**src/rtl/apb_arbiter_if.sv**
```systemverilog
// APB4 bus bundle shared between the arbiter (master side) and one slave.
`ifndef PADDR_SIZE
`define PADDR_SIZE 32
`endif
`ifndef XLEN
`define XLEN 32
`endif

interface ApbIO #(
  parameter int ADDR_WIDTH = `PADDR_SIZE,
  parameter int DATA_WIDTH = `XLEN
);
  logic [ADDR_WIDTH-1:0]   paddr;
  logic [2:0]              pprot;
  logic                    psel;
  logic                    penable;
  logic                    pwrite;
  logic [DATA_WIDTH-1:0]   pwdata;
  logic [DATA_WIDTH/8-1:0] pstrb;
  logic                    pready;
  logic [DATA_WIDTH-1:0]   prdata;
  logic                    pslverr;

  modport master (
    output paddr, pprot, psel, penable, pwrite, pwdata, pstrb,
    input  pready, prdata, pslverr
  );

  modport slave (
    input  paddr, pprot, psel, penable, pwrite, pwdata, pstrb,
    output pready, prdata, pslverr
  );
endinterface

```
**src/rtl/apb_arbiter.sv**
```systemverilog
// Round-robin arbiter funnelling REQ_NUM requesters onto one APB4 master port,
// with an optional ACCESS-phase timeout that returns an error response.
`ifndef PADDR_SIZE
`define PADDR_SIZE 32
`endif
`ifndef XLEN
`define XLEN 32
`endif

module apb_arbiter #(
  parameter int REQ_NUM    = 2,
  parameter int ADDR_WIDTH = `PADDR_SIZE,
  parameter int DATA_WIDTH = `XLEN,
  parameter int TIMEOUT    = 255
) (
  input  logic                                  clk,
  input  logic                                  rst,
  input  logic [REQ_NUM-1:0]                    req_valid,
  output logic [REQ_NUM-1:0]                    req_ready,
  input  logic [REQ_NUM-1:0][ADDR_WIDTH-1:0]    req_addr,
  input  logic [REQ_NUM-1:0]                    req_write,
  input  logic [REQ_NUM-1:0][2:0]               req_prot,
  input  logic [REQ_NUM-1:0][DATA_WIDTH-1:0]    req_wdata,
  input  logic [REQ_NUM-1:0][DATA_WIDTH/8-1:0]  req_strb,
  output logic [REQ_NUM-1:0]                    resp_valid,
  output logic [DATA_WIDTH-1:0]                 resp_rdata,
  output logic                                  resp_err,
  ApbIO.master                                  apb
);

  localparam int STRB_W = DATA_WIDTH / 8;
  localparam int PTR_W  = (REQ_NUM > 1) ? $clog2(REQ_NUM) : 1;
  localparam int CNT_W  = (TIMEOUT > 0) ? $clog2(TIMEOUT + 1) : 1;
  localparam logic [CNT_W-1:0] CNT_MAX   = '1;
  localparam logic [CNT_W-1:0] CNT_LIMIT = CNT_W'(TIMEOUT);
  localparam logic [PTR_W-1:0] LAST_REQ  = PTR_W'(REQ_NUM - 1);

  typedef enum logic [1:0] {IDLE, SETUP, ACCESS} state_e;

  state_e                  state_q, state_d;
  logic [PTR_W-1:0]        rr_ptr_q, rr_ptr_d;
  logic [PTR_W-1:0]        owner_q, owner_d;
  logic [CNT_W-1:0]        cnt_q, cnt_d, cnt_inc;
  logic [ADDR_WIDTH-1:0]   paddr_q, paddr_d;
  logic [2:0]              pprot_q, pprot_d;
  logic                    psel_q, psel_d;
  logic                    penable_q, penable_d;
  logic                    pwrite_q, pwrite_d;
  logic [DATA_WIDTH-1:0]   pwdata_q, pwdata_d;
  logic [STRB_W-1:0]       pstrb_q, pstrb_d;
  logic [REQ_NUM-1:0]      resp_valid_q, resp_valid_d;
  logic [DATA_WIDTH-1:0]   resp_rdata_q, resp_rdata_d;
  logic                    resp_err_q, resp_err_d;

  logic                    grant_found;
  logic [PTR_W-1:0]        grant_idx;
  logic [PTR_W-1:0]        cand;

  // Pick the first valid requester at or after rr_ptr and pulse its ready.
  always_comb begin
    // NOTE: every variable written here gets a default first, so no latch can be inferred.
    grant_found = 1'b0;
    grant_idx   = '0;
    cand        = '0;
    req_ready   = '0;
    if (!rst && state_q == IDLE) begin
      for (int i = 0; i < REQ_NUM; i++) begin
        cand = PTR_W'((int'(rr_ptr_q) + i) % REQ_NUM);
        if (!grant_found && req_valid[cand]) begin
          grant_found = 1'b1;
          grant_idx   = cand;
        end
      end
    end
    if (grant_found) req_ready[grant_idx] = 1'b1;
  end

  // Next-state, bus-field and response computation for the transfer FSM.
  always_comb begin
    state_d      = state_q;
    rr_ptr_d     = rr_ptr_q;
    owner_d      = owner_q;
    cnt_d        = cnt_q;
    paddr_d      = paddr_q;
    pprot_d      = pprot_q;
    psel_d       = psel_q;
    penable_d    = penable_q;
    pwrite_d     = pwrite_q;
    pwdata_d     = pwdata_q;
    pstrb_d      = pstrb_q;
    resp_valid_d = '0;
    resp_rdata_d = resp_rdata_q;
    resp_err_d   = resp_err_q;
    cnt_inc      = (cnt_q == CNT_MAX) ? cnt_q : cnt_q + CNT_W'(1);

    case (state_q)
      IDLE: begin
        if (grant_found) begin
          state_d  = SETUP;
          owner_d  = grant_idx;
          rr_ptr_d = (grant_idx == LAST_REQ) ? '0 : grant_idx + PTR_W'(1);
          psel_d   = 1'b1;
          paddr_d  = req_addr[grant_idx];
          pprot_d  = req_prot[grant_idx];
          pwrite_d = req_write[grant_idx];
          pwdata_d = req_wdata[grant_idx];
          pstrb_d  = req_strb[grant_idx];
        end
      end
      SETUP: begin
        state_d   = ACCESS;
        penable_d = 1'b1;
        cnt_d     = '0;
      end
      ACCESS: begin
        if (apb.pready || (TIMEOUT != 0 && cnt_inc == CNT_LIMIT)) begin
          // A slave answer in the limit cycle still wins over the timeout.
          resp_valid_d[owner_q] = 1'b1;
          resp_rdata_d = apb.pready ? apb.prdata : '0;
          resp_err_d   = apb.pready ? apb.pslverr : 1'b1;
          state_d   = IDLE;
          psel_d    = 1'b0;
          penable_d = 1'b0;
          paddr_d   = '0;
          pprot_d   = '0;
          pwrite_d  = 1'b0;
          pwdata_d  = '0;
          pstrb_d   = '0;
        end else begin
          cnt_d = cnt_inc;
        end
      end
      default: state_d = IDLE;
    endcase
  end

  // Register FSM state, latched request / bus fields and the response.
  always_ff @(posedge clk) begin
    // NOTE: non-blocking assignments so every flop samples the pre-edge values.
    if (rst) begin
      state_q      <= IDLE;
      rr_ptr_q     <= '0;
      owner_q      <= '0;
      cnt_q        <= '0;
      paddr_q      <= '0;
      pprot_q      <= '0;
      psel_q       <= 1'b0;
      penable_q    <= 1'b0;
      pwrite_q     <= 1'b0;
      pwdata_q     <= '0;
      pstrb_q      <= '0;
      resp_valid_q <= '0;
      resp_rdata_q <= '0;
      resp_err_q   <= 1'b0;
    end else begin
      state_q      <= state_d;
      rr_ptr_q     <= rr_ptr_d;
      owner_q      <= owner_d;
      cnt_q        <= cnt_d;
      paddr_q      <= paddr_d;
      pprot_q      <= pprot_d;
      psel_q       <= psel_d;
      penable_q    <= penable_d;
      pwrite_q     <= pwrite_d;
      pwdata_q     <= pwdata_d;
      pstrb_q      <= pstrb_d;
      resp_valid_q <= resp_valid_d;
      resp_rdata_q <= resp_rdata_d;
      resp_err_q   <= resp_err_d;
    end
  end

  assign apb.paddr   = paddr_q;
  assign apb.pprot   = pprot_q;
  assign apb.psel    = psel_q;
  assign apb.penable = penable_q;
  assign apb.pwrite  = pwrite_q;
  assign apb.pwdata  = pwdata_q;
  assign apb.pstrb   = pstrb_q;

  assign resp_valid  = resp_valid_q;
  assign resp_rdata  = resp_rdata_q;
  assign resp_err    = resp_err_q;

endmodule

```
**src/flat_wrapper.sv**
```systemverilog
// flat-port wrapper written by rule: the top's interface ports become plain ports
module apb_arbiter_flat 
#(
  parameter int REQ_NUM    = 2,
  parameter int ADDR_WIDTH = `PADDR_SIZE,
  parameter int DATA_WIDTH = `XLEN,
  parameter int TIMEOUT    = 255
)
  (clk, rst, req_valid, req_ready, req_addr, req_write, req_prot, req_wdata, req_strb, resp_valid, resp_rdata, resp_err, apb_paddr, apb_pprot, apb_psel, apb_penable, apb_pwrite, apb_pwdata, apb_pstrb, apb_pready, apb_prdata, apb_pslverr);
  ApbIO #(.ADDR_WIDTH(ADDR_WIDTH), .DATA_WIDTH(DATA_WIDTH)) apb_i ();
  input  logic clk;
  input  logic rst;
  input  logic [REQ_NUM-1:0] req_valid;
  output logic [REQ_NUM-1:0] req_ready;
  input  logic [REQ_NUM-1:0][ADDR_WIDTH-1:0] req_addr;
  input  logic [REQ_NUM-1:0] req_write;
  input  logic [REQ_NUM-1:0][2:0] req_prot;
  input  logic [REQ_NUM-1:0][DATA_WIDTH-1:0] req_wdata;
  input  logic [REQ_NUM-1:0][DATA_WIDTH/8-1:0] req_strb;
  output logic [REQ_NUM-1:0] resp_valid;
  output logic [DATA_WIDTH-1:0] resp_rdata;
  output logic resp_err;
  output wire logic [$bits(apb_i.paddr)-1:0] apb_paddr;
  output wire logic [$bits(apb_i.pprot)-1:0] apb_pprot;
  output wire logic [$bits(apb_i.psel)-1:0] apb_psel;
  output wire logic [$bits(apb_i.penable)-1:0] apb_penable;
  output wire logic [$bits(apb_i.pwrite)-1:0] apb_pwrite;
  output wire logic [$bits(apb_i.pwdata)-1:0] apb_pwdata;
  output wire logic [$bits(apb_i.pstrb)-1:0] apb_pstrb;
  input wire logic [$bits(apb_i.pready)-1:0] apb_pready;
  input wire logic [$bits(apb_i.prdata)-1:0] apb_prdata;
  input wire logic [$bits(apb_i.pslverr)-1:0] apb_pslverr;
  assign apb_paddr = apb_i.paddr;
  assign apb_pprot = apb_i.pprot;
  assign apb_psel = apb_i.psel;
  assign apb_penable = apb_i.penable;
  assign apb_pwrite = apb_i.pwrite;
  assign apb_pwdata = apb_i.pwdata;
  assign apb_pstrb = apb_i.pstrb;
  assign apb_i.pready = apb_pready;
  assign apb_i.prdata = apb_prdata;
  assign apb_i.pslverr = apb_pslverr;
  apb_arbiter #(.REQ_NUM(REQ_NUM), .ADDR_WIDTH(ADDR_WIDTH), .DATA_WIDTH(DATA_WIDTH), .TIMEOUT(TIMEOUT)) u_core (.clk(clk), .rst(rst), .req_valid(req_valid), .req_ready(req_ready), .req_addr(req_addr), .req_write(req_write), .req_prot(req_prot), .req_wdata(req_wdata), .req_strb(req_strb), .resp_valid(resp_valid), .resp_rdata(resp_rdata), .resp_err(resp_err), .apb(apb_i));
endmodule
```
**config.mk**
```make
export PLATFORM = sky130hd
export DESIGN_NAME = apb_arbiter_flat
export DESIGN_NICKNAME = d
export VERILOG_FILES = /design/src/rtl/apb_arbiter_if.sv /design/src/rtl/apb_arbiter.sv /design/src/flat_wrapper.sv
export SDC_FILE = /design/constraint.sdc
export NUM_CORES = 1
export LEC_CHECK = 0
export BUFFER_PORTS_ARGS = -buffer_cell sky130_fd_sc_hd__buf_2
export CAP_MARGIN = 20
export CORE_UTILIZATION = 40
export DETAILED_ROUTE_END_ITERATION = 8
export PLACE_DENSITY = 0.77
export REMOVE_ABC_BUFFERS = 1
export SETUP_SLACK_MARGIN = 0.15
export SLEW_MARGIN = 20
export SYNTH_ARGS = -nofsm -noshare
export SYNTH_HDL_FRONTEND = slang
export SYNTH_SLANG_ARGS = --single-unit
```
**constraint.sdc**
```tcl
create_clock -name clk -period 2.2 [get_ports clk]
set_input_delay 0.11 -clock clk [delete_from_list [all_inputs] [get_ports clk]]
set_output_delay 0.11 -clock clk [all_outputs]
set_load 0.02 [all_outputs]
```
== Word level (Yosys, flattened, before mapping) ==
Index checks and enable logic that the tools add are counted.
Word-level totals
  input bits: 182
  bits in registers: 121
  output and inout port bits: 111
Operators by class
  reduce and logical (&&, ||, !) cells: 17
  multiplexer cells: 52
  add/sub/neg operators: 3
  equality and inequality tests: 7
  order comparisons: 6
  bitwise operators: 2
Operators with widths (count)
  32-bit 2-to-1 mux: 8
  32-bit case mux with 2 select lines: 2
  1-bit 2-to-1 mux: 20
  8-bit equality test (second input constant): 2
  4-bit 2-to-1 mux: 4
  8-bit 2-to-1 mux: 2
  8-bit case mux with 2 select lines: 1
  3-bit 2-to-1 mux: 4
  2-bit AND reduction: 5
  8-bit by 1-bit adder with 8-bit output (second input constant): 1
  1-bit by 2-bit < comparator with 1-bit output (second input constant): 4
  4-bit case mux with 2 select lines: 1
  2-bit 2-to-1 mux: 3
  1-bit case mux with 2 select lines: 3
  2-bit case mux with 3 select lines: 1
  3-bit case mux with 2 select lines: 1
  1-bit logical AND: 4
  2-bit by 1-bit != test with 1-bit output (second input constant): 2
  2-bit nonzero test: 2
  3-bit AND reduction: 1
  3-bit OR reduction: 1
  1-bit adder (second input constant): 2
  1-bit demux with 1-bit select: 2
  2-bit by 1-bit equality test with 1-bit output (second input constant): 1
  7 further kinds: 10

== Depth between registers and ports, before layout ==
Gate-level depths: netlist of the first run.
  depth after elaboration: 13
  mapped depth: 10
  mapped depth without buffers: 7

== Least setup slack after synthesis of the first run ==
OpenSTA, ideal clock, no wires.
  kind: register to register
  start: reg u_core.cnt_q[1]
  end: reg u_core.cnt_q[1]
  period minus slack after synthesis: 2.123 ns
  data required time: 2.078 ns
  setup slack: 0.077 ns
  cell stages (with the launch flop): 10
  setup time: 0.122 ns
  buffers on the path: 2
  data arrival time: 2.001 ns
  cells stage by stage: dfxtp_1 ha_1 buf_2 nand3_1 nor3_1 o221ai_2 o211ai_2 buf_6 nor2_2 a311o_1
On the way
  cells in the longest elaborated chain, start to end: 6
  elaborated cells between the ends (all ways): 9
  those cells by class: add/sub: 1; eq/ne: 3; mux: 3; reduce/logical: 2
RTL lines
  start, declared: line apb_arbiter.sv:43  | logic [CNT_W-1:0] cnt_q, cnt_d, cnt_inc;
  start signal, assigned: line apb_arbiter.sv:159  | cnt_q <= cnt_d;
  8-bit by 1-bit adder with 8-bit output or 8-bit equality test (tied branches): line apb_arbiter.sv:94  | cnt_inc = (cnt_q == CNT_MAX) ? cnt_q : cnt_q + CNT_W'(1);
  8-bit 2-to-1 mux (*): line apb_arbiter.sv:94
  8-bit equality test: line apb_arbiter.sv:116  | if (apb.pready || (TIMEOUT != 0 && cnt_inc == CNT_LIMIT)) begin
  1-bit logical OR: line apb_arbiter.sv:116
  2-bit != test (no line)
  2-bit AND reduction (no line)
Mark *: on every way between the ends. The rest lies on a longest branch, timed or not. The select of a mux whose other input is x is not followed.
A chain may end at the register's enable or synchronous reset.

== Final worst setup path of the first run ==
  start: reg u_core.cnt_q[0]
  end: reg u_core.paddr_q[23] (netlist: u_core.apb.paddr[23])
On the way
  cells in the longest elaborated chain, start to end: 6
  elaborated cells between the ends (all ways): 7
  those cells by class: add/sub: 1; eq/ne: 3; mux: 1; reduce/logical: 2
RTL lines
  8-bit by 1-bit adder with 8-bit output or 8-bit equality test (tied branches): line apb_arbiter.sv:94
  8-bit 2-to-1 mux (*): line apb_arbiter.sv:94
  8-bit equality test (*): line apb_arbiter.sv:116
  1-bit logical OR (*): line apb_arbiter.sv:116
  2-bit by 1-bit != test with 1-bit output (no line) (*)
  3-bit AND reduction (no line) (*)
  end signal, assigned: line apb_arbiter.sv:160  | paddr_q <= paddr_d;
  end, declared: line apb_arbiter.sv:44  | logic [ADDR_WIDTH-1:0] paddr_q, paddr_d;
Mark *: on every way between the ends. The rest lies on a longest branch, timed or not.

==> impl_metrics.tcl, run 1 <==
set metrics [dict create \
    grt.total_usage_pct 23.4 \
    dp_hpwl_um 10300 \
    grt_pass1_vias 4838 \
    arrival_ns 2.38 \
    fp-row-count 40 \
    area_growth_pct 60.0 \
    ys.flop_type "dfxtp_1" \
    layout-drive-gt1-share_pct 43.7 \
    clock_sinks 121 \
    portBuffers 292 \
    clk_path_buf_depth 2 \
    via_per_inst 5.08 \
    die_h_um 114 \
    cp.required_ns 2.47 \
    timing.hold.ws_ns 0.00805 \
    cts_max_level 4 \
    cap_violations 0 \
    period_minus_slack_ns 2.10 \
    clk_latency_ns 0.40 \
    synthCells 513 \
    routed_wl_um 16500 \
    vias 5250 \
    antennaDiodeCount 0 \
    die_x_um 114 \
    utilization_pct 66.1 \
    worstSetupPathType "reg -> reg" \
    worst_path_dominant_cell_family "compound AO/OA/AOI/OAI gates" \
    rsz0062_at_grt "true" \
    drt_first_iter_violations 244 \
    cts_inserted_buffers 17 \
    status "complete, no violations" \
    cp_cell_sequence "ha_4, o32a_1, o22a_1, o21ai_4, a21o_4, clkbuf_16, o22ai_1" \
    routedWlPerCell_um 16.0 \
    setup_violations 0 \
    cp_slowest_cell "dfxtp_4" \
    worst_pin_slew_ns 0.941 \
    syn_area_per_cell_um2 9.76 \
    vdd_drop_max_mv 0.412 \
    fp.dieArea_um2 13000 \
    grt_start_max_net_pins 59 \
    globalplace.congestion 0.871 \
    synth_largest_area_cell "dfxtp_1" \
    netlist_area_um2 5000 \
    slowest_delay_ns 0.36 \
    finalCritPeriodShare_pct 95.5 \
    grt_overflow 0 \
    synthArstFlopShare_pct 0 \
    antenna_found_initial 0 \
    io_pins 293 \
    ant_nets 0 \
    leakage_nw 4.19 \
    cts_tree "yes" \
    relSlewSlack_pct 37.0 \
    yosys-top-cells-area "dfxtp_1 (48%), mux2i_1 (15%), o22ai_1 (9.0%), nand2_1 (6.4%), a22o_1 (5.6%)" \
    clk_pin_slew_ns 0.05 \
    hp-class "in -> reg" \
    nets 1037 \
    start_util_pct 41.3 \
    hold_viol_final 0 \
    first_pass_iters 4 \
    fin_skew_ns 0.00870 \
    cellPowerDensity_nw_per_um2 812 \
    crit_buf_inv 1 \
    synth_edf_count 0 \
    slew_violations 0 \
    critPathCaptureType "flop" \
    cts-root-buf "clkbuf_16" \
    ys_seq_area_share_pct 48.4 \
    grt_first_pass_wirelength_um 23500 \
    drcViolationCount 0 \
    startpoint_type "flop" \
    netlist.area_leader.share_pct 48.4 \
    synth-seq-cells 121 \
    coreArea_um2 12100 \
    yosysWarnings 0 \
    clock.fmax_ghz 0.476 \
    path_max_fanout 9 \
    synthDistinctLibCells 46 \
]
==> power by group <==
group / leakage [nW] / total [W] / switching, W / internal [W]
Combinational: 2.91 / 0.00124 / 0.000684 / 0.000556
Clock: 0.281 / 0.00280 / 0.000943 / 0.00186
Sequential: 0.997 / 0.00246 / 0.0000892 / 0.00237
Total: 4.19 / 0.00650 / 0.00172 / 0.00478
==> cell usage after synthesis (3+ instances only) <==
cell      instances
a21oi_1           8
a22o_1           32
buf_1             5
buf_2             5
buf_6            11
clkbuf_1         23
dfxtp_1         121
inv_1             7
mux2i_1          73
nand2_1          85
nand2b_1          4
nand3_1           4
nand4_1           4
nor2_1           14
nor3_1            7
o21ai_0           3
o22ai_1          72
==> tightest hold or removal path: cells and delay by family <==
family | cells | cell delay [ns]
AO/OA/AOI/OAI | 1 | 0.13
buffers and inverters | 1 | 0.07
multiplexers | 1 | 0.05
==> path summary, 6_finish.rpt <==
kind | depth (start not counted) | end | slack [ns] | startpoint
max | 7 | u_core.apb.paddr[23] | 0.1 | u_core.cnt_q[0]
min | 3 | u_core.apb.pprot[0] | 0.008 | req_prot[3]
max reg2reg | 7 | u_core.apb.paddr[23] | 0.1 | u_core.cnt_q[0]
min reg2reg | 1 | u_core.resp_valid[0] | 0.45 | u_core.owner_q
==> logic make-up after synthesis <==
logic type	Yosys count	synth area share, %
DFF	121	48.4
AOI/OAI and AO/OA	135	19.5
muxes	73	14.6
buffers and inverters	52	5.75
adders and majority gates	1	0.250
and+or+nand+nor	131	11.5
==> what timing repair did <==
action,4_1_cts,5_1_grt
setup buffers,1,2
resized for setup,4,20
pin swaps,0,25
cloned,0,12
endpoints found under the setup margin,40,115
hold buffers,36,1
hold endpoints to repair,35,1
==> sequential cells by signal, indices dropped and copies added (netlist names), 2 cells and up <==
| signal | flops |
|---|---|
| u_core.resp_valid | 2 |
| u_core.apb.pwdata | 32 |
| u_core.apb.pstrb | 4 |
| u_core.cnt_q | 8 |
| u_core.apb.pprot | 3 |
| u_core.apb.paddr | 32 |
| u_core.resp_rdata | 32 |
| u_core.state_q | 2 |
==> final cells by class <==
cell class                      count  area [µm²]
Clock buffer                       23         478
Clock inverter                      7         118
Fill cell                         991        4100
Inverter                            7        26.3
Multi-Input combinational cell    341        2390
Sequential cell                   121        2440
Tap cell                          168         210
Timing Repair Buffer              366        2340
==> stage by stage <==
step / power (W) / TNS [ns] / instances / worst slack [ns] / area (µm²)
2_1_floorplan: 0.00316 / -481.10 / 468 / -6.51 / 4740
3_3_place_gp: 0.00359 / 0 / 951 / 0.166 / 6720
3_5_place_dp: 0.00361 / 0 / 951 / 0.139 / 6720
4_1_cts: 0.00646 / 0 / 1018 / 0.138 / 7690
5_1_grt: 0.00677 / 0 / 1033 / 0.0451 / 8010
6_report: 0.00650 / 0 / 1033 / 0.0995 / 8010
==> cells in the final DEF, fill, tap and decap left out, types with 3 or more instances in the layout <==
cell type / Yosys / routed
clkbuf_16: 0 / 23
a21oi_1: 8 / 8
o22ai_1: 72 / 72
mux2i_1: 73 / 73
dlygate4sd3_1: 0 / 37
clkinvlp_4: 0 / 3
buf_12: 0 / 8
nand2_1: 85 / 85
nor2_1: 14 / 13
nor3_1: 7 / 5
a22o_1: 32 / 32
dfxtp_1: 121 / 115
clkbuf_1: 23 / 3
bufinv_16: 0 / 3
nand4_1: 4 / 4
buf_2: 5 / 293
inv_1: 7 / 7
nand2b_1: 4 / 4
dfxtp_4: 0 / 4
buf_4: 1 / 14
clkbuf_8: 0 / 3
buf_6: 11 / 8
==> per-layer routing <==
metal	up-vias	routed length, µm	global-route usage [%]
li1	2567	-	-
met1	2425	6720	27.1
met2	232	8410	41.3
met3	26	1010	6.11
met4	0	360	8.83
met5	-	0	0
(Power assumes the default switching activity.)
==> run 2, diff against run 1 <==
--- a/config.mk
+++ b/config.mk
@@ -7,9 +7,12 @@
 export LEC_CHECK = 0
 export BUFFER_PORTS_ARGS = -buffer_cell sky130_fd_sc_hd__buf_2
 export CAP_MARGIN = 20
+export CORE_ASPECT_RATIO = 0.75
+export CORE_MARGIN = 5
 export CORE_UTILIZATION = 40
 export DETAILED_ROUTE_END_ITERATION = 8
 export PLACE_DENSITY = 0.77
+export RECOVER_POWER = 100
 export REMOVE_ABC_BUFFERS = 1
 export SETUP_SLACK_MARGIN = 0.15
 export SLEW_MARGIN = 20
==> run 2 against run 1 <==
Against the previous run:
- maximum frequency down 0.80%
- count of clock-buffer cells in the layout down 5
- sequential share of layout area down 0.36 points
- via count down 1.5%
- clock skew up 0.0061 ns
- utilization about the same
- non-clock buffer count up 18
- critical endpoint is now u_core.resp_rdata[28]
- critical path depth up 1
- final area up 1.2%
==> impl_metrics.tcl, run 2 (synthesis gave the netlist of run 1 again) <==
set metrics [dict create \
    path_max_fanout 32 \
    routed_wl_um 17100 \
    layout_commonest_cell "buf_2" \
    intPower_w 0.00469 \
    layout-drive-gt1-share_pct 31.8 \
    status "complete, no violations" \
    cts-root-buf "clkbuf_16" \
    cts_tree "yes" \
    start_util_pct 40.8 \
    vdd_drop_max_mv 0.597 \
    drcViolationCount 0 \
    clk_path_buf_depth 2 \
    nets 1054 \
    path_common_cell "buf_12" \
    place_ws_ns 0.0240 \
    critPathCaptureType "flop" \
    first_pass_iters 4 \
    portBuffers 292 \
    slew_violations 0 \
    drt_first_iter_violations 181 \
    cts_inserted_buffers 17 \
    rsz0062_at_grt "true" \
    clk_pin_slew_ns 0.06 \
    nFillCells 1019 \
    coreArea_um2 12300 \
    leakage_nw 3.83 \
    slowest_delay_ns 0.37 \
    die_h_um 107 \
    relSlewSlack_pct 58.4 \
    clock_sinks 121 \
    crit_buf_inv 2 \
    cts_max_level 4 \
    dp_hpwl_um 10800 \
    vias 5170 \
    routedWlPerCell_um 16.3 \
    grt_pass1_vias 5265 \
    cp_cell_sequence "ha_4, o32a_1, o22a_1, o21ai_4, buf_12, a21oi_2, buf_12, a22o_1" \
    worst_path_dominant_cell_family "compound AO/OA/AOI/OAI gates" \
    antennaDiodeCount 0 \
    clk_latency_ns 0.41 \
    globalplace.congestion 0.834 \
    via_per_inst 4.93 \
    p_comb_share_pct 18.8 \
    grt_start_max_net_pins 85 \
    cp.required_ns 2.48 \
    seq_power_share_pct 38.0 \
    cap_violations 0 \
    period_minus_slack_ns 2.12 \
    final_cell_mix "buf_2 (182), dfxtp_1 (112), clkbuf_1 (111)" \
    fp-row-count 35 \
    die_x_um 139 \
    timing.hold.ws_ns 0.00954 \
    p_clk_share_pct 43.2 \
    cp_slowest_cell "dfxtp_4" \
    fin_skew_ns 0.0148 \
    setup_slack_ns 0.0825 \
    reg2reg_setup_slack_ns 0.08 \
    hold_viol_final 0 \
    io_pins 293 \
    grt_first_pass_wirelength_um 26700 \
    ant_nets 0 \
    worst_pin_slew_ns 0.618 \
    antenna_found_initial 0 \
    area_growth_pct 62.0 \
    setup_violations 0 \
    startpoint_type "flop" \
    switching_share_pct 27.9 \
    fp.dieArea_um2 14900 \
    hp-class "in -> reg" \
    clock.fmax_ghz 0.472 \
    finalCritPeriodShare_pct 96.2 \
    cellPowerDensity_nw_per_um2 803 \
    power_switching_w 0.00182 \
    arrival_ns 2.40 \
    worstSetupPathType "reg -> reg" \
    grt.total_usage_pct 22.2 \
    grt_overflow 0 \
]
==> run 2: per-stage QoR <==
step	instances	utilization (%)	power, W	setup TNS (ns)	instance area, µm²
2_1_floorplan	468	-	0.00316	-481.10	4740
3_3_place_gp	943	54.3	0.00359	0	6660
3_5_place_dp	943	54.3	0.00360	0	6660
4_1_cts	1041	66.1	0.00658	0	8100
5_1_grt	1049	66.1	0.00680	0	8110
6_report	1049	66.1	0.00651	0	8110
==> run 2: final cells by class <==
type | instances | area, µm² | share of cell area (%)
clock buffer | 18 | 429 | 5.29
clock inverter | 13 | 171 | 2.11
sequential | 121 | 2440 | 30.1
tap | 166 | 208 | 2.56
inverter | 7 | 26.3 | 0.324
timing repair buffer | 384 | 2380 | 29.4
multi-input combinational | 340 | 2450 | 30.2
==> run 2: repair_timing <==
| item | 4_1_cts | 5_1_grt |
|---|---|---|
| pin swaps | 4 | 13 |
| hold buffers | 56 | 1 |
| endpoints found under the setup margin | 115 | 113 |
| gates cloned | 4 | 3 |
| setup buffers | 7 | 4 |
| resized for setup | 24 | 35 |
| endpoints found under the hold margin | 49 | 1 |
==> run 2: power by group through the flow <==
stage          combinational (W)  sequential [W]  clock, W
2_1_floorplan           0.000439         0.00272         0
3_5_place_dp             0.00110         0.00250         0
6_report                 0.00122         0.00247   0.00281
4_1_cts                  0.00125         0.00246   0.00287
5_1_grt                  0.00133         0.00249   0.00298
3_3_place_gp             0.00108         0.00250         0
==> run 2: final timing paths <==
kind,from,to,cells after the start
worst min-delay path,req_wdata[29],u_core.apb.pwdata[29],3
worst max-delay path,u_core.cnt_q[1],u_core.resp_rdata[28],8
worst min register to register,u_core.owner_q,u_core.resp_valid[0],1
worst max register to register,u_core.cnt_q[1],u_core.resp_rdata[28],8
==> run 2: layer usage <==
metal	wire (µm)	GRT usage (%)	vias to the layer above
met5	0	0	-
met4	347	7.12	0
met3	1260	8.07	29
met2	8530	38.2	178
met1	6970	26.1	2366
li1	-	-	2597
==> run 2: worst min-delay path, cell delays in order <==
cell	delay [ns]
buf_2	0.07
mux2i_1	0.06
o22ai_1	0.13
==> run 3, diff against run 2 <==
--- a/config.mk
+++ b/config.mk
@@ -11,10 +11,12 @@
 export CORE_MARGIN = 5
 export CORE_UTILIZATION = 40
 export DETAILED_ROUTE_END_ITERATION = 8
+export GPL_TIMING_DRIVEN = 0
 export PLACE_DENSITY = 0.77
 export RECOVER_POWER = 100
 export REMOVE_ABC_BUFFERS = 1
 export SETUP_SLACK_MARGIN = 0.15
+export SKIP_LAST_GASP = 1
 export SLEW_MARGIN = 20
 export SYNTH_ARGS = -nofsm -noshare
 export SYNTH_HDL_FRONTEND = slang
==> run 3 against run 2 <==
Against the previous run:
- the run now ends with hold timing left
- routed wire length increased by 26%
- non-clock buffer count increased by 39
- sequential power about the same
- power increased by 4.9%
- utilization increased by 8.2 points
- flip-flop and latch count unchanged
- via count increased by 13%
- critical path depth increased by 2
- critical path type unchanged
- critical endpoint is now u_core.apb.pwdata[2]
==> impl_metrics.tcl, run 3 (synthesis gave the netlist of run 1 again) <==
set metrics [dict create \
    nFillCells 835 \
    antenna_found_initial 2 \
    grt_first_pass_wirelength_um 29200 \
    grt_pass1_vias 5762 \
    cts_max_level 4 \
    start_util_pct 40.8 \
    status "finished, violations left" \
    hold_viol_final 1 \
    arrival_ns 2.43 \
    worst_pin_slew_ns 0.860 \
    portBuffers 292 \
    p_total_w 0.00683 \
    cap_violations 0 \
    clock_sinks 121 \
    clk_path_buf_depth 2 \
    first_pass_iters 5 \
    relSlewSlack_pct 42.4 \
    cts_tree "yes" \
    dp_hpwl_um 10800 \
    worst_path_dominant_cell_family "compound AO/OA/AOI/OAI gates" \
    crit_start "u_core.cnt_q[0]" \
    layout_commonest_cell "buf_2" \
    multi_input_area_um2 2900 \
    via_per_inst 5.33 \
    rsz0062_at_grt "true" \
    cts_inserted_buffers 17 \
    vias 5830 \
    hp-class "in -> reg" \
    critPathCaptureType "flop" \
    clk_latency_ns 0.42 \
    final_cell_mix "buf_2 (181), dfxtp_1 (113), clkbuf_1 (112)" \
    drcViolationCount 0 \
    period_minus_slack_ns 2.17 \
    routedWlPerCell_um 19.7 \
    cp_slowest_cell "dfxtp_4" \
    worstSetupPathType "reg -> reg" \
    setup_violations 0 \
    rr_startpoint "u_core.cnt_q[0]" \
    globalplace.congestion 0.837 \
    ant_nets 0 \
    cp.required_ns 2.46 \
    timing.hold.ws_ns -0.000491 \
    die_h_um 107 \
    leakage_nw 4.19 \
    vdd_drop_max_mv 0.496 \
    place_ws_ns -0.553 \
    fin_skew_ns 0.0155 \
    coreArea_um2 12300 \
    fp-row-count 35 \
    die_x_um 139 \
    io_pins 293 \
    grt_start_max_net_pins 42 \
    path_max_fanout 7 \
    clk_pin_slew_ns 0.07 \
    fp.dieArea_um2 14900 \
    violations "hold timing" \
    grt_overflow 0 \
    routed_wl_um 21500 \
    cellPowerDensity_nw_per_um2 749 \
    area_growth_pct 82.1 \
    clock.fmax_ghz 0.461 \
    nets 1096 \
    drt_first_iter_violations 397 \
    setup_slack_ns 0.0306 \
    fin_tns_setup_ns 0 \
    finalCritPeriodShare_pct 98.6 \
    slew_violations 0 \
    seq_area_um2 2440 \
    slowest_delay_ns 0.40 \
    startpoint_type "flop" \
    cts-root-buf "clkbuf_16" \
    crit_buf_inv 3 \
    utilization_pct 74.3 \
    grt.total_usage_pct 24.5 \
    layout-drive-gt1-share_pct 38.3 \
    cp_cell_sequence "ha_4, nand3_4, o32a_1, o22a_2, o21ai_4, buf_6, a21o_4, buf_12, clkbuf_16, o22ai_2" \
    holdCritStartpoint "req_wdata[32]" \
]
-- run 3: cell types whose count changed in the layout (fill, tap and decap cells not counted), moves of 4 or more --
cell	change
dlygate4sd3_1	+26
o22ai_2	+49
clkbuf_16	+5
clkinvlp_4	-4
buf_16	+6
o22ai_4	+4
o22ai_1	-53
buf_4	+8
-- run 3: power by group --
group | switching (W) | internal [W]
Clock | 0.00112 | 0.00170
Combinational | 0.000843 | 0.000694
Sequential | 0.000107 | 0.00237
Total | 0.00207 | 0.00476
-- run 3: repair_timing --
action	CTS	global route
setup buffers	20	11
pin swaps	11	51
hold buffers	82	1
hold endpoints to repair	60	1
gates cloned	7	7
setup endpoints to repair	120	118
gates resized for setup	33	80
-- run 3: worst min-delay path: stages --
cell and delay, ns:
buf_2 0.07, mux2i_1 0.06, o22ai_2 0.13
-- run 3: final timing paths --
kind | to | slack (ns) | cells after the start
min | u_core.apb.pwdata[0] | -0.0005 | 3
min reg2reg | u_core.apb.pwdata[15] | 0.47 | 2
max reg2reg | u_core.apb.pwdata[2] | 0.03 | 10
max | u_core.apb.pwdata[2] | 0.03 | 10
-- run 3: final cells by class --
cell class	instances	share of cell area (%)
Timing Repair Buffer	423	32.2
Clock buffer	18	4.71
Antenna cell	2	0.0549
Tap cell	166	2.28
Clock inverter	14	1.78
Sequential cell	121	26.8
Multi-Input combinational cell	343	31.8
Inverter	7	0.288
-- run 3: per-layer routing --
layer  track usage (%)  part of all wire (%)  wire (µm)
met1              27.2                    37       8060
met2              42.7                    52      11100
met3              9.59                   7.9       1700
met4              9.15                   2.9        632
met5                 0                     0          0
-- run 3: stage by stage --
| step | cell area (µm²) | instances |
|---|---|---|
| after floorplan | 4740 | 468 |
| after global placement | 6410 | 926 |
| after detailed placement | 6620 | 932 |
| after CTS | 8520 | 1073 |
| after global routing | 9110 | 1094 |
| final | 9110 | 1094 |
